**config.mk**
```make
export PLATFORM = sky130hd
export DESIGN_NAME = reg_scoreboard_flat
export DESIGN_NICKNAME = d
export VERILOG_FILES = /design/src/rtl/reg_scoreboard_if.sv /design/src/rtl/reg_scoreboard.sv /design/src/flat_wrapper.sv
export SDC_FILE = /design/constraint.sdc
export NUM_CORES = 1
export LEC_CHECK = 0
export ABC_AREA = 1
export BUFFER_PORTS_ARGS = -buffer_cell sky130_fd_sc_hd__buf_4
export CORE_MARGIN = 2
export CORE_UTILIZATION = 40
export DETAILED_ROUTE_END_ITERATION = 10
export PLACE_DENSITY = 0.57
export SLEW_MARGIN = 20
export SYNTH_ARGS = -nofsm -noshare
export SYNTH_HDL_FRONTEND = slang
export SYNTH_SLANG_ARGS = --single-unit
```
**constraint.sdc**
```tcl
create_clock -name clk -period 2.43 [get_ports clk]
set_clock_uncertainty 0.05 [all_clocks]
set_input_delay 0.243 -clock clk [delete_from_list [all_inputs] [get_ports clk]]
set_output_delay 0.243 -clock clk [all_outputs]
set_load 0.005 [all_outputs]
```
**src/rtl/reg_scoreboard_if.sv**
```systemverilog
// Issue/writeback bundle between decode, the GRF writeback path
// and the register scoreboard.
interface reg_scoreboard_if #(
  parameter int ADDR_W = 5
);
  logic              iss_valid;
  logic              iss_ready;
  logic [ADDR_W-1:0] iss_rs;
  logic              iss_rs_use;
  logic [ADDR_W-1:0] iss_rt;
  logic              iss_rt_use;
  logic              iss_we;
  logic [ADDR_W-1:0] iss_rd;
  logic              wb_we;
  logic [ADDR_W-1:0] wb_addr;
  logic              flush;
  logic              busy_rs;
  logic              busy_rt;
  logic              pending_any;
  logic              wb_err;

  modport master (
    output iss_valid, iss_rs, iss_rs_use,
    output iss_rt, iss_rt_use, iss_we, iss_rd,
    output wb_we, wb_addr, flush,
    input  iss_ready, busy_rs, busy_rt,
    input  pending_any, wb_err
  );

  modport slave (
    input  iss_valid, iss_rs, iss_rs_use,
    input  iss_rt, iss_rt_use, iss_we, iss_rd,
    input  wb_we, wb_addr, flush,
    output iss_ready, busy_rs, busy_rt,
    output pending_any, wb_err
  );
endinterface

```
**src/rtl/reg_scoreboard.sv**
```systemverilog
// Per-register pending-write counters that stall issue on RAW hazards.
// Define SCOREBOARD_WB_BYPASS_EN to release a register in its writeback cycle.
module reg_scoreboard #(
  parameter int CNT_W  = 2,
  parameter int ADDR_W = 5
) (
  input  logic             clk,
  input  logic             reset,
  reg_scoreboard_if.slave  sb
);
  localparam int NREG = 1 << ADDR_W;
  localparam logic [CNT_W-1:0] CMAX = {CNT_W{1'b1}};
  localparam logic [CNT_W-1:0] CONE = CNT_W'(1);

  logic [CNT_W-1:0] cnt_q [NREG];
  logic [CNT_W-1:0] cnt_d [NREG];
  logic             wb_err_q;
  logic             wb_err_d;

  logic [CNT_W-1:0] rs_c;
  logic [CNT_W-1:0] rt_c;
  logic [CNT_W-1:0] rd_c;
  logic [CNT_W-1:0] wb_c;
  logic             byp_rs;
  logic             byp_rt;
  logic             busy_rs;
  logic             busy_rt;
  logic             sat;
  logic             ready;
  logic             accept;
  logic             pend;

  // Hazard detection and issue handshake
  always_comb begin
    rs_c   = cnt_q[sb.iss_rs];
    rt_c   = cnt_q[sb.iss_rt];
    rd_c   = cnt_q[sb.iss_rd];
    wb_c   = cnt_q[sb.wb_addr];
    byp_rs = 1'b0;
    byp_rt = 1'b0;
`ifdef SCOREBOARD_WB_BYPASS_EN
    byp_rs = sb.wb_we && (sb.wb_addr == sb.iss_rs)
             && (rs_c == CONE);
    byp_rt = sb.wb_we && (sb.wb_addr == sb.iss_rt)
             && (rt_c == CONE);
`endif
    busy_rs = sb.iss_rs_use && (sb.iss_rs != '0)
              && (rs_c != '0) && !byp_rs;
    busy_rt = sb.iss_rt_use && (sb.iss_rt != '0)
              && (rt_c != '0) && !byp_rt;
    sat     = sb.iss_we && (sb.iss_rd != '0)
              && (rd_c == CMAX);
    ready   = !sb.flush && !busy_rs && !busy_rt && !sat;
    accept  = sb.iss_valid && ready;
  end

  // Reduction of all counters for pending_any
  always_comb begin
    pend = 1'b0;
    for (int r = 0; r < NREG; r++)
      pend = pend | (cnt_q[r] != '0);
  end

  // Next counter values and sticky writeback error
  always_comb begin
    logic inc;
    logic dec;
    inc = 1'b0;
    dec = 1'b0;
    for (int r = 0; r < NREG; r++)
      cnt_d[r] = cnt_q[r];
    for (int r = 1; r < NREG; r++) begin
      inc = accept && sb.iss_we
            && (sb.iss_rd == ADDR_W'(r));
      dec = sb.wb_we && (sb.wb_addr == ADDR_W'(r))
            && (cnt_q[r] != '0);
      if (inc && !dec)
        cnt_d[r] = cnt_q[r] + CONE;
      else if (dec && !inc)
        cnt_d[r] = cnt_q[r] - CONE;
    end
    cnt_d[0] = '0;
    if (sb.flush)
      for (int r = 0; r < NREG; r++)
        cnt_d[r] = '0;
    wb_err_d = wb_err_q
               | (!sb.flush && sb.wb_we
                  && (sb.wb_addr != '0) && (wb_c == '0));
  end

  // State registers
  always_ff @(posedge clk or negedge reset) begin
    if (!reset) begin
      for (int r = 0; r < NREG; r++)
        cnt_q[r] <= '0;
      wb_err_q <= 1'b0;
    end else begin
      for (int r = 0; r < NREG; r++)
        cnt_q[r] <= cnt_d[r];
      wb_err_q <= wb_err_d;
    end
  end

  assign sb.iss_ready   = ready;
  assign sb.busy_rs     = busy_rs;
  assign sb.busy_rt     = busy_rt;
  assign sb.pending_any = pend;
  assign sb.wb_err      = wb_err_q;
endmodule

```
**src/flat_wrapper.sv**
```systemverilog
// flat-port wrapper written by rule: the top's interface ports become plain ports
module reg_scoreboard_flat 
#(
  parameter int CNT_W  = 2,
  parameter int ADDR_W = 5
)
  (clk, reset, sb_iss_valid, sb_iss_rs, sb_iss_rs_use, sb_iss_rt, sb_iss_rt_use, sb_iss_we, sb_iss_rd, sb_wb_we, sb_wb_addr, sb_flush, sb_iss_ready, sb_busy_rs, sb_busy_rt, sb_pending_any, sb_wb_err);
  reg_scoreboard_if #(.ADDR_W(ADDR_W)) sb_i ();
  input  logic clk;
  input  logic reset;
  input wire logic [$bits(sb_i.iss_valid)-1:0] sb_iss_valid;
  input wire logic [$bits(sb_i.iss_rs)-1:0] sb_iss_rs;
  input wire logic [$bits(sb_i.iss_rs_use)-1:0] sb_iss_rs_use;
  input wire logic [$bits(sb_i.iss_rt)-1:0] sb_iss_rt;
  input wire logic [$bits(sb_i.iss_rt_use)-1:0] sb_iss_rt_use;
  input wire logic [$bits(sb_i.iss_we)-1:0] sb_iss_we;
  input wire logic [$bits(sb_i.iss_rd)-1:0] sb_iss_rd;
  input wire logic [$bits(sb_i.wb_we)-1:0] sb_wb_we;
  input wire logic [$bits(sb_i.wb_addr)-1:0] sb_wb_addr;
  input wire logic [$bits(sb_i.flush)-1:0] sb_flush;
  output wire logic [$bits(sb_i.iss_ready)-1:0] sb_iss_ready;
  output wire logic [$bits(sb_i.busy_rs)-1:0] sb_busy_rs;
  output wire logic [$bits(sb_i.busy_rt)-1:0] sb_busy_rt;
  output wire logic [$bits(sb_i.pending_any)-1:0] sb_pending_any;
  output wire logic [$bits(sb_i.wb_err)-1:0] sb_wb_err;
  assign sb_i.iss_valid = sb_iss_valid;
  assign sb_i.iss_rs = sb_iss_rs;
  assign sb_i.iss_rs_use = sb_iss_rs_use;
  assign sb_i.iss_rt = sb_iss_rt;
  assign sb_i.iss_rt_use = sb_iss_rt_use;
  assign sb_i.iss_we = sb_iss_we;
  assign sb_i.iss_rd = sb_iss_rd;
  assign sb_i.wb_we = sb_wb_we;
  assign sb_i.wb_addr = sb_wb_addr;
  assign sb_i.flush = sb_flush;
  assign sb_iss_ready = sb_i.iss_ready;
  assign sb_busy_rs = sb_i.busy_rs;
  assign sb_busy_rt = sb_i.busy_rt;
  assign sb_pending_any = sb_i.pending_any;
  assign sb_wb_err = sb_i.wb_err;
  reg_scoreboard #(.CNT_W(CNT_W), .ADDR_W(ADDR_W)) u_core (.clk(clk), .reset(reset), .sb(sb_i));
endmodule
```
==> qor.txt, run 1 <==
========================================================================================
Result of the run ......................................................... finished with violations
Violations in the final reports ........................................... negative hold slack, negative setup slack
Maximum number of pins on one net before global-route repair ..............          120
Post-place instance area ..................................................     7950 um2
Switching part of the total power .........................................        37.8%
Final routed wire length divided by cell count ............................      17.0 um
Number of CTS-inserted buffers ............................................            9
Number of DRC markers in iteration 0 ......................................          880
Main flop type after synthesis ............................................      dfrtp_1
Share of final-layout standard cells stronger than drive strength 1 .......        26.5%
Top-level I/O count .......................................................           33
Synthesized flop and latch total ..........................................           63
Antenna violations before repair ..........................................            0
Distinct cell type count of the synthesized netlist .......................           36
Critical Path Sink Type ...................................................         flop
Setup crit start kind .....................................................         flop
Least-Margin Pin Slew .....................................................     0.860 ns
Mean post-synth cell area .................................................     5.59 um2
Standby leakage power .....................................................   0.00451 uW
Post-Synthesis Cells ......................................................         1158
Async set-or-reset flop fraction in the synthesized netlist ...............         100%
Warning count from the yosys run ..........................................            0
TritonCTS clock tree ......................................................          yes
Detail Placement HPWL .....................................................     19600 um
Worst Setup Slack post-DPL ................................................   -0.0824 ns
Tmin final ................................................................      2.44 ns
Number of search-and-repair iterations in the first detailed-routing pass .            6
Register clock-pin slew on the reported worst setup and hold paths ........      0.06 ns
Nets in the synthesized netlist ...........................................         1186
Post-synthesis instance area ..............................................     6470 um2
Part of the total power dissipated in sequential elements .................        28.9%
Final max-slew violation count ............................................            0
Height of the die .........................................................       131 um
Overall die area ..........................................................    17200 um2
Worst hold slack across all endpoints .....................................   -0.0364 ns
Clock share of power ......................................................        30.3%
Most used cells in the layout excluding fill and tap cells ................ nand2_1, buf_4, nor2_1
Antenna Cells .............................................................            0
Via density per instance ..................................................         5.44
Category of the critical setup timing path ................................ flop to flop
Tightest slew margin relative to the limit ................................        42.7%
Routed vias ...............................................................         8398
VDD IR-drop max ...........................................................     0.369 mV
Data arrival time of the worst path .......................................      2.68 ns
Int Pwr ...................................................................      2730 uW
Period utilization ........................................................         100%
Final antenna-violating net count .........................................            0
Fraction of the yosys area taken by sequential cells ......................        24.3%
Combined flip-flop and latch cell area ....................................     1580 um2
Quantity of I/O buffers inserted on ports .................................           32
Synth-to-layout area growth ...............................................        37.1%
Final routed DRC violation total ..........................................            0
GR Util All Layers ........................................................        29.8%
Part of the total power dissipated in combinational logic .................        40.8%
EDFF count, synth .........................................................            0
Instance count after placement with tap cells included ....................         1517
Fmax achieved .............................................................      410 MHz
Number of filler instances in the final layout ............................         1607
Most common cell after layout, fill and taps aside ........................      nand2_1
Worst setup margin ........................................................  -0.00669 ns
RSZ-0062 raised after global routing ......................................         true
Buffer depth of the longest clock path ....................................            2
Switching power summed over all nets ......................................      1660 uW
Max Fanout on Critical Path ...............................................            8
Worst Path Required .......................................................      2.67 ns
Number of sinks on the clock net ..........................................           63
Routability congestion estimate ...........................................         1.05
Clk Latency, worst-skew pair ..............................................      0.35 ns
Non-filler cells, final ...................................................         1544
Starting density of the core ..............................................        40.9%
Final setup violation count ...............................................            1
Clock root buffer .........................................................    clkbuf_16
Total Nets Final ..........................................................         1351
Summed negative setup slack over all endpoints ............................  -0.00669 ns
Overflow after GRT ........................................................            0
WL final ..................................................................     26300 um
Total number of placement rows ............................................           46
Post-route design area ....................................................     8880 um2
Number of global-route vias before repair .................................         7520
H-tree depth ..............................................................            3
Final hold vios ...........................................................           63
Wire length of the first global-routing pass ..............................     40400 um
Total Power Consumption ...................................................      4390 uW
Max capacitance violation total ...........................................            0
Hold-fix buffers at CTS ...................................................            0
Die Wd ....................................................................       131 um
Placeable core area .......................................................    15800 um2
Total power divided by cell area ..........................................   494 nW/um2
Worst Hold Class .......................................................... input pin to async pin
Area used by multi-input combinational logic ..............................     4610 um2
========================================================================================
==> per-layer routing <==
metal | vias up | global-route usage [%] | wire length [um]
met5 | - | 0 | 0
met4 | 0 | 14.9 | 1190
met3 | 91 | 4.75 | 2210
met2 | 368 | 46.9 | 11700
met1 | 3863 | 39.8 | 11200
li1 | 4076 | - | -
==> per-stage QoR <==
stage,hold slack (ns),utilization (%)
finish,-0.0364,56.1
floorplan,-0.103,-
global placement,0.373,50.2
CTS,0.00918,52.6
global route,0.0403,56.1
detailed placement,0.374,50.2
==> final cells by class <==
cell class                 count  area share, %
clock buffer                  12           2.78
clock inverter                 4          0.507
inverter                     163           6.93
multi-input combinational    897           51.9
sequential                    63           17.8
tap                          216           3.04
timing repair buffer         189           17.0
==> power groups by stage <==
stage | logic [uW] | registers [uW] | clock network [uW]
2_1_floorplan | 819 | 1290 | 0
3_3_place_gp | 1590 | 1260 | 0
3_5_place_dp | 1590 | 1270 | 0
4_1_cts | 1630 | 1260 | 1350
5_1_grt | 1940 | 1280 | 1400
6_report | 1790 | 1270 | 1330
==> worst max-delay path, cell delays in order, from the launching register on <==
cell and delay (ns):
dfrtp_1 0.38, nor2_2 0.26, inv_1 0.09, nor2_1 0.10, nor2_1 0.05, nand2_1 0.05, nand3_1 0.07, nand2_1 0.08
nand2_1 0.06, nand2_2 0.07, nor2_4 0.05, nor2_4 0.12, buf_6 0.11, nand3_4 0.08, nor2_4 0.16, buf_6 0.15
nand3b_1 0.17, nand2_1 0.11, nand3_1 0.07, nand2_1 0.09
==> flip-flops by register name (all words and copies together), names as in the netlist <==
register and flops:
u_core.cnt_q 62, u_core.sb.wb_err 1
==> final timing paths <==
path / startpoint / to / slack (ns) / cells past startpoint
min reg2reg: u_core.cnt_q[0] / u_core.cnt_q[0] / 0.50 / 2
max in group asynchronous: reset / u_core.cnt_q[40] / 1.82 / 1
min: reset / u_core.cnt_q[26] / -0.04 / 1
max: u_core.cnt_q[4] / u_core.cnt_q[45] / -0.007 / 19
min in group clk: sb_wb_we / u_core.sb.wb_err / 0.18 / 3
max reg2reg: u_core.cnt_q[4] / u_core.cnt_q[45] / -0.007 / 19
==> repair_timing <==
action,4_1_cts,5_1_grt
buffers inserted,3,8
cloned,0,1
resized for setup,24,124
pin swaps,7,49
setup endpoints to repair,59,64
==> kinds of logic after synthesis <==
group / synth area share (%)
flops: 24.3
simple gates: 56.9
xor+xnor: 0.271
compound gates: 6.36
buf+inv: 12.1
==> cell usage after synthesis, types with 3 or more instances <==
| library cell | number | area [um2] |
|---|---|---|
| nor3_1 | 35 | 175 |
| a22oi_1 | 5 | 37.5 |
| dfrtp_1 | 63 | 1580 |
| buf_4 | 3 | 22.5 |
| o22ai_1 | 14 | 87.6 |
| a221oi_1 | 5 | 43.8 |
| o21ai_0 | 11 | 55.1 |
| nor2_1 | 166 | 623 |
| a21oi_1 | 19 | 95.1 |
| nor4_1 | 3 | 18.8 |
| nand3_1 | 108 | 541 |
| clkbuf_1 | 13 | 48.8 |
| nand4_1 | 69 | 432 |
| buf_2 | 4 | 20.0 |
| buf_1 | 12 | 45.0 |
| inv_1 | 146 | 548 |
| inv_2 | 15 | 56.3 |
| nand2_1 | 400 | 1500 |
| nor2_2 | 4 | 25.0 |
| nand3_2 | 22 | 220 |
| buf_6 | 3 | 33.8 |
| o21ai_1 | 6 | 30.0 |
| nand3b_1 | 15 | 113 |
No activity file was read; power rests on OpenSTA's default activity.
==> inputs of run 2 (changes only) <==
--- a/config.mk
+++ b/config.mk
@@ -7,10 +7,12 @@
 export LEC_CHECK = 0
 export ABC_AREA = 1
 export BUFFER_PORTS_ARGS = -buffer_cell sky130_fd_sc_hd__buf_4
+export CELL_PAD_IN_SITES_DETAIL_PLACEMENT = 1
+export CELL_PAD_IN_SITES_GLOBAL_PLACEMENT = 1
 export CORE_MARGIN = 2
 export CORE_UTILIZATION = 40
 export DETAILED_ROUTE_END_ITERATION = 10
-export PLACE_DENSITY = 0.57
+export PLACE_DENSITY = 0.78
 export SLEW_MARGIN = 20
 export SYNTH_ARGS = -nofsm -noshare
 export SYNTH_HDL_FRONTEND = slang
==> run 2 against run 1 <==
Net effect: the flow still finishes with violations (negative hold slack, negative setup slack); combinational power grew 4%; register-to-register slack lost 0.15 ns; utilization grew 0.48 points; fmax shrank 5.8%.
==> qor.txt, run 2 (synthesis results as in run 1) <==
========================================================================================
Combined flip-flop and latch cell area ....................................     1580 um2
WL final ..................................................................     32400 um
Total power divided by cell area ..........................................   506 nW/um2
Critical Path Sink Type ...................................................         flop
H-tree depth ..............................................................            3
Via density per instance ..................................................         5.91
Antenna violations before repair ..........................................            0
TritonCTS clock tree ......................................................          yes
Placeable core area .......................................................    15800 um2
Worst Path Required .......................................................      2.61 ns
Max Fanout on Critical Path ...............................................            7
Register bank with the most flops ......................................... u_core.cnt_q
Max reg flops .............................................................           62
Clk Latency, worst-skew pair ..............................................      0.36 ns
Top-level I/O count .......................................................           33
Worst setup margin ........................................................    -0.157 ns
Share of final-layout standard cells stronger than drive strength 1 .......        27.6%
Detail Placement HPWL .....................................................     21800 um
Standby leakage power .....................................................   0.00444 uW
Final hold vios ...........................................................           63
Category of the critical setup timing path ................................ flop to flop
Tmin final ................................................................      2.59 ns
GR Util All Layers ........................................................        34.0%
Total number of placement rows ............................................           46
Final max-slew violation count ............................................            0
Data arrival time of the worst path .......................................      2.77 ns
Overall die area ..........................................................    17200 um2
End-of-flow core utilization ..............................................        56.6%
Total Nets Final ..........................................................         1334
Height of the die .........................................................       131 um
Max capacitance violation total ...........................................            0
Least-Margin Pin Slew .....................................................     0.890 ns
Hold-fix buffers at CTS ...................................................            0
RSZ-0062 raised after global routing ......................................         true
Total Power Consumption ...................................................      4530 uW
Most used cells in the layout excluding fill and tap cells ................ nand2_1, buf_4, nor2_1
Number of CTS-inserted buffers ............................................            9
Most common cell after layout, fill and taps aside ........................      nand2_1
Maximum number of pins on one net before global-route repair ..............          120
Area used by multi-input combinational logic ..............................     4750 um2
Register clock-pin slew on the reported worst setup and hold paths ........      0.06 ns
Result of the run ......................................................... finished with violations
Overflow after GRT ........................................................            0
Number of search-and-repair iterations in the first detailed-routing pass .            5
Final antenna-violating net count .........................................            0
Routed vias ...............................................................         9021
Number of filler instances in the final layout ............................         2198
Wire length of the first global-routing pass ..............................     46000 um
Number of sinks on the clock net ..........................................           63
Post-place instance area ..................................................     7730 um2
Setup crit start kind .....................................................         flop
Worst hold slack across all endpoints .....................................   -0.0337 ns
Routability congestion estimate ...........................................        0.983
Clock root buffer .........................................................    clkbuf_16
Worst Hold Class .......................................................... input pin to async pin
Fmax achieved .............................................................      387 MHz
Final setup violation count ...............................................           40
Synth-to-layout area growth ...............................................        38.3%
Starting density of the core ..............................................        40.9%
Tightest slew margin relative to the limit ................................        40.6%
Final routed wire length divided by cell count ............................      21.2 um
Die Wd ....................................................................       131 um
Post-route design area ....................................................     8950 um2
Final routed DRC violation total ..........................................            0
Violations in the final reports ........................................... negative hold slack, negative setup slack
Antenna Cells .............................................................            0
Buffer depth of the longest clock path ....................................            2
Number of global-route vias before repair .................................         8572
VDD IR-drop max ...........................................................     0.344 mV
Period utilization ........................................................         106%
Quantity of I/O buffers inserted on ports .................................           32
Number of DRC markers in iteration 0 ......................................          788
========================================================================================
-- run 2: final timing paths --
check,start,to,slack (ns),cells after the start
worst max-delay path,u_core.cnt_q[17],u_core.cnt_q[20],-0.16,20
worst min-delay path,reset,u_core.cnt_q[58],-0.03,1
worst max register to register,u_core.cnt_q[17],u_core.cnt_q[20],-0.16,20
worst min register to register,u_core.cnt_q[23],u_core.cnt_q[23],0.50,2
max in group asynchronous,reset,u_core.cnt_q[8],1.73,1
min in group clk,sb_wb_we,u_core.sb.wb_err,0.17,3
-- run 2: report_power, final --
group          switching (uW)  total [uW]  internal [uW]
clock                     545        1370            822
sequential                120        1290           1170
combinational            1150        1870            725
-- run 2: final cells by class --
| type | count | share of cell area (%) |
|---|---|---|
| clock buffer | 13 | 2.79 |
| clock inverter | 3 | 0.475 |
| inverter | 163 | 7.04 |
| multi-input combinational | 897 | 53.0 |
| sequential | 63 | 17.6 |
| tap | 216 | 3.02 |
| timing repair buffer | 172 | 16.0 |
-- run 2: metrics by stage --
stage          setup slack [ns]  TNS [ns]  cells
3_5_place_dp             -0.323    -12.69   1483
4_1_cts                 -0.0256   -0.0709   1512
2_1_floorplan             0.194         0   1158
5_1_grt                  -0.283    -11.94   1527
6_report                 -0.157     -2.20   1527
3_3_place_gp             -0.266     -7.21   1483
-- run 2: repair_timing --
| action | CTS | global route |
|---|---|---|
| setup endpoints to repair | 64 | 64 |
| buffers inserted | 13 | 15 |
| endpoints found under the hold margin | 0 | 0 |
| gates cloned | 0 | 1 |
| pin swaps | 6 | 57 |
| resized for setup | 44 | 152 |
-- run 2: critical path, stage by stage, from the launching register on --
cell	delay [ns]
dfrtp_1	0.41
nor2_4	0.20
buf_6	0.13
nand2_2	0.06
nand3_2	0.07
nand3_2	0.06
nand2_1	0.06
nand2_1	0.05
nand2_1	0.05
nand2_1	0.06
nand2_2	0.09
nor2_4	0.04
nor2_4	0.14
and2_4	0.18
buf_12	0.13
buf_12	0.15
nand3_4	0.08
nand2_2	0.08
nand3_2	0.11
nand2_1	0.14
o21ai_1	0.10
-- run 2: metal layers --
metal / up-vias / share of wire, % / global-route usage, %
li1: 4032 / - / -
met1: 4340 / 38 / 43.2
met2: 494 / 47 / 56.6
met3: 155 / 8.7 / 4.63
met4: 0 / 6.4 / 17.0
met5: - / 0 / 0
==> inputs of run 3 (changes only) <==
--- a/config.mk
+++ b/config.mk
@@ -7,12 +7,14 @@
 export LEC_CHECK = 0
 export ABC_AREA = 1
 export BUFFER_PORTS_ARGS = -buffer_cell sky130_fd_sc_hd__buf_4
+export CAP_MARGIN = 40
 export CELL_PAD_IN_SITES_DETAIL_PLACEMENT = 1
-export CELL_PAD_IN_SITES_GLOBAL_PLACEMENT = 1
+export CELL_PAD_IN_SITES_GLOBAL_PLACEMENT = 2
 export CORE_MARGIN = 2
-export CORE_UTILIZATION = 40
+export CORE_UTILIZATION = 33
+export CTS_CLUSTER_DIAMETER = 30
 export DETAILED_ROUTE_END_ITERATION = 10
-export PLACE_DENSITY = 0.78
+export PLACE_DENSITY = 0.83
 export SLEW_MARGIN = 20
 export SYNTH_ARGS = -nofsm -noshare
 export SYNTH_HDL_FRONTEND = slang
==> run 3 against run 2 <==
Net effect: sequential share of layout area shrank 0.54 points; non-clock buffer count is 18 higher; combinational power hardly changed; the run ends with negative setup slack left; final area rose by 3.2%; critical endpoint is now sb_iss_ready; largest power group unchanged; critical path depth is 4 lower.
==> qor.txt, run 3 (synthesis results as in run 1) <==
========================================================================================
Result of the run ......................................................... finished with violations
Violations in the final reports ........................................... negative setup slack
VDD IR-drop max ...........................................................     0.313 mV
RSZ-0062 raised after global routing ......................................         true
Summed negative setup slack over all endpoints ............................    -0.119 ns
Post-place instance area ..................................................     8000 um2
Tightest slew margin relative to the limit ................................        48.4%
Register bank with the most flops ......................................... u_core.cnt_q
Crit path max-delay family ................................................ simple AND/OR/NAND/NOR gates
Least-Margin Pin Slew .....................................................     0.768 ns
Number of DRC markers in iteration 0 ......................................          506
Max reg flops .............................................................           62
Final antenna-violating net count .........................................            0
Cell at the slowest stage of the critical path ............................      dfrtp_1
Tmin final ................................................................      2.50 ns
Worst Path Required .......................................................      2.14 ns
Most used cells in the layout excluding fill and tap cells ................ nand2_1, buf_4, inv_1, nor2_1, nand3_1
Worst setup margin ........................................................   -0.0719 ns
Max Fanout on Critical Path ...............................................            2
H-tree depth ..............................................................            3
Final hold vios ...........................................................            0
Slowest Stage Delay on Critical Path ......................................      0.42 ns
Total number of placement rows ............................................           51
Height of the die .........................................................       144 um
Register clock-pin slew on the reported worst setup and hold paths ........      0.06 ns
Post-route design area ....................................................     9240 um2
Final routed DRC violation total ..........................................            0
Final max-slew violation count ............................................            0
Setup crit start kind .....................................................         flop
Final routed wire length divided by cell count ............................      19.4 um
Buffer depth of the longest clock path ....................................            2
Routability congestion estimate ...........................................        0.962
GR Util All Layers ........................................................        30.0%
Antenna violations before repair ..........................................            0
Clock root buffer .........................................................    clkbuf_16
Via density per instance ..................................................         5.39
Share of final-layout standard cells stronger than drive strength 1 .......        28.7%
Data arrival time of the worst path .......................................      2.21 ns
Top-level I/O count .......................................................           33
Setup crit start .......................................................... u_core.cnt_q[10]
Maximum number of pins on one net before global-route repair ..............          120
Worst hold slack across all endpoints .....................................     0.131 ns
Max capacitance violation total ...........................................            0
Number of buffers and inverters on the critical path ......................            5
Wire length of the first global-routing pass ..............................     47000 um
Number of sinks on the clock net ..........................................           63
Placeable core area .......................................................    19300 um2
Total Nets Final ..........................................................         1352
Starting density of the core ..............................................        33.5%
Final setup violation count ...............................................            7
Total power divided by cell area ..........................................   499 nW/um2
Number of CTS-inserted buffers ............................................            9
Antenna Cells .............................................................            0
Overflow after GRT ........................................................            0
Worst Hold Class .......................................................... input pin to flop
Number of cells on the critical path ......................................           16
Reg2Reg Launch Point ...................................................... u_core.cnt_q[9]
End of the critical path .................................................. sb_iss_ready
Fmax achieved .............................................................      400 MHz
Worst R2R End ............................................................. u_core.cnt_q[5]
Depth of the most critical reg-to-reg path ................................           17
Number of filler instances in the final layout ............................         2628
Standby leakage power .....................................................   0.00458 uW
Number of global-route vias before repair .................................         8570
Ordered list of cells on the worst path ................................... buf_6 -> inv_2 -> nand2_2 -> nand2_1 -> nand3_1 -> nand3_1 -> nand3_1 -> nand2_1 -> nand2_1 -> nand2_2 -> nor2_4 -> nor2_4 -> and2_4 -> buf_6 -> buf_4 -> buf_4
Most common cell after layout, fill and taps aside ........................      nand2_1
Die Wd ....................................................................       144 um
Number of search-and-repair iterations in the first detailed-routing pass .            5
Quantity of I/O buffers inserted on ports .................................           32
Overall die area ..........................................................    20800 um2
Synth-to-layout area growth ...............................................        42.7%
Period utilization ........................................................         103%
Internal reg-to-reg setup slack ...........................................     -0.01 ns
WL final ..................................................................     30900 um
Routed vias ...............................................................         8588
Category of the critical setup timing path ................................ flop to output pin
Critical Path Sink Type ...................................................   output pin
End-of-flow core utilization ..............................................        47.8%
TritonCTS clock tree ......................................................          yes
Clk Latency, worst-skew pair ..............................................      0.36 ns
Detail Placement HPWL .....................................................     23300 um
========================================================================================
==> run 3: area by class of cell <==
cell class	instances	area (um2)	area share, %
timing repair buffer	190	1600	17.3
clock buffer	12	236	2.56
clock inverter	4	70.1	0.758
inverter	163	623	6.75
tap	265	332	3.59
multi-input combinational	897	4800	52.0
sequential	63	1580	17.1
==> run 3: where the power goes <==
group,switching (uW),total [uW],internal (uW)
clock network,546,1440,897
logic,1120,1890,766
registers,109,1280,1170
total,1780,4600,2830
==> run 3: worst min-delay path by stage <==
stage	startpoint	endpoint	slack, ns	cells past startpoint
after floorplan	reset	u_core.cnt_q[0]	-0.10	0
after global placement	reset	u_core.cnt_q[58]	0.39	1
final	sb_wb_we	u_core.sb.wb_err	0.13	3
after detailed placement	reset	u_core.cnt_q[60]	0.16	1
after global routing	sb_wb_we	u_core.sb.wb_err	0.17	3
after CTS	sb_wb_we	u_core.sb.wb_err	0.13	3
==> run 3: worst reg2reg max path: cells and delay by family, from the launching register on <==
family	cells	cell delay, ns
flops	1	0.44
buf+inv	3	0.38
simple gates	14	1.46
==> run 3: metrics by stage <==
stage | total power, uW | std cells | setup slack [ns]
floorplan | 2100 | 1158 | 0.194
global placement | 2890 | 1558 | -0.167
detailed placement | 2930 | 1559 | -0.229
CTS | 4470 | 1586 | -0.0739
global route | 4850 | 1594 | -0.216
finish | 4600 | 1594 | -0.0719
==> run 3: repair_timing <==
action / in CTS / in global routing
endpoints found under the hold margin: 26 / 0
endpoints found under the setup margin: 64 / 64
gates resized for setup: 47 / 153
pin swaps: 12 / 57
hold buffers: 1 / 0
setup buffers: 10 / 6
cloned: 0 / 3
==> run 3: per-layer routing <==
metal	track usage, %	wire length, um	share of wire (%)
met4	11.8	1050	3.4
met5	0	0	0
met1	38.9	13700	44
met3	4.01	1230	4.0
met2	50.4	14900	48
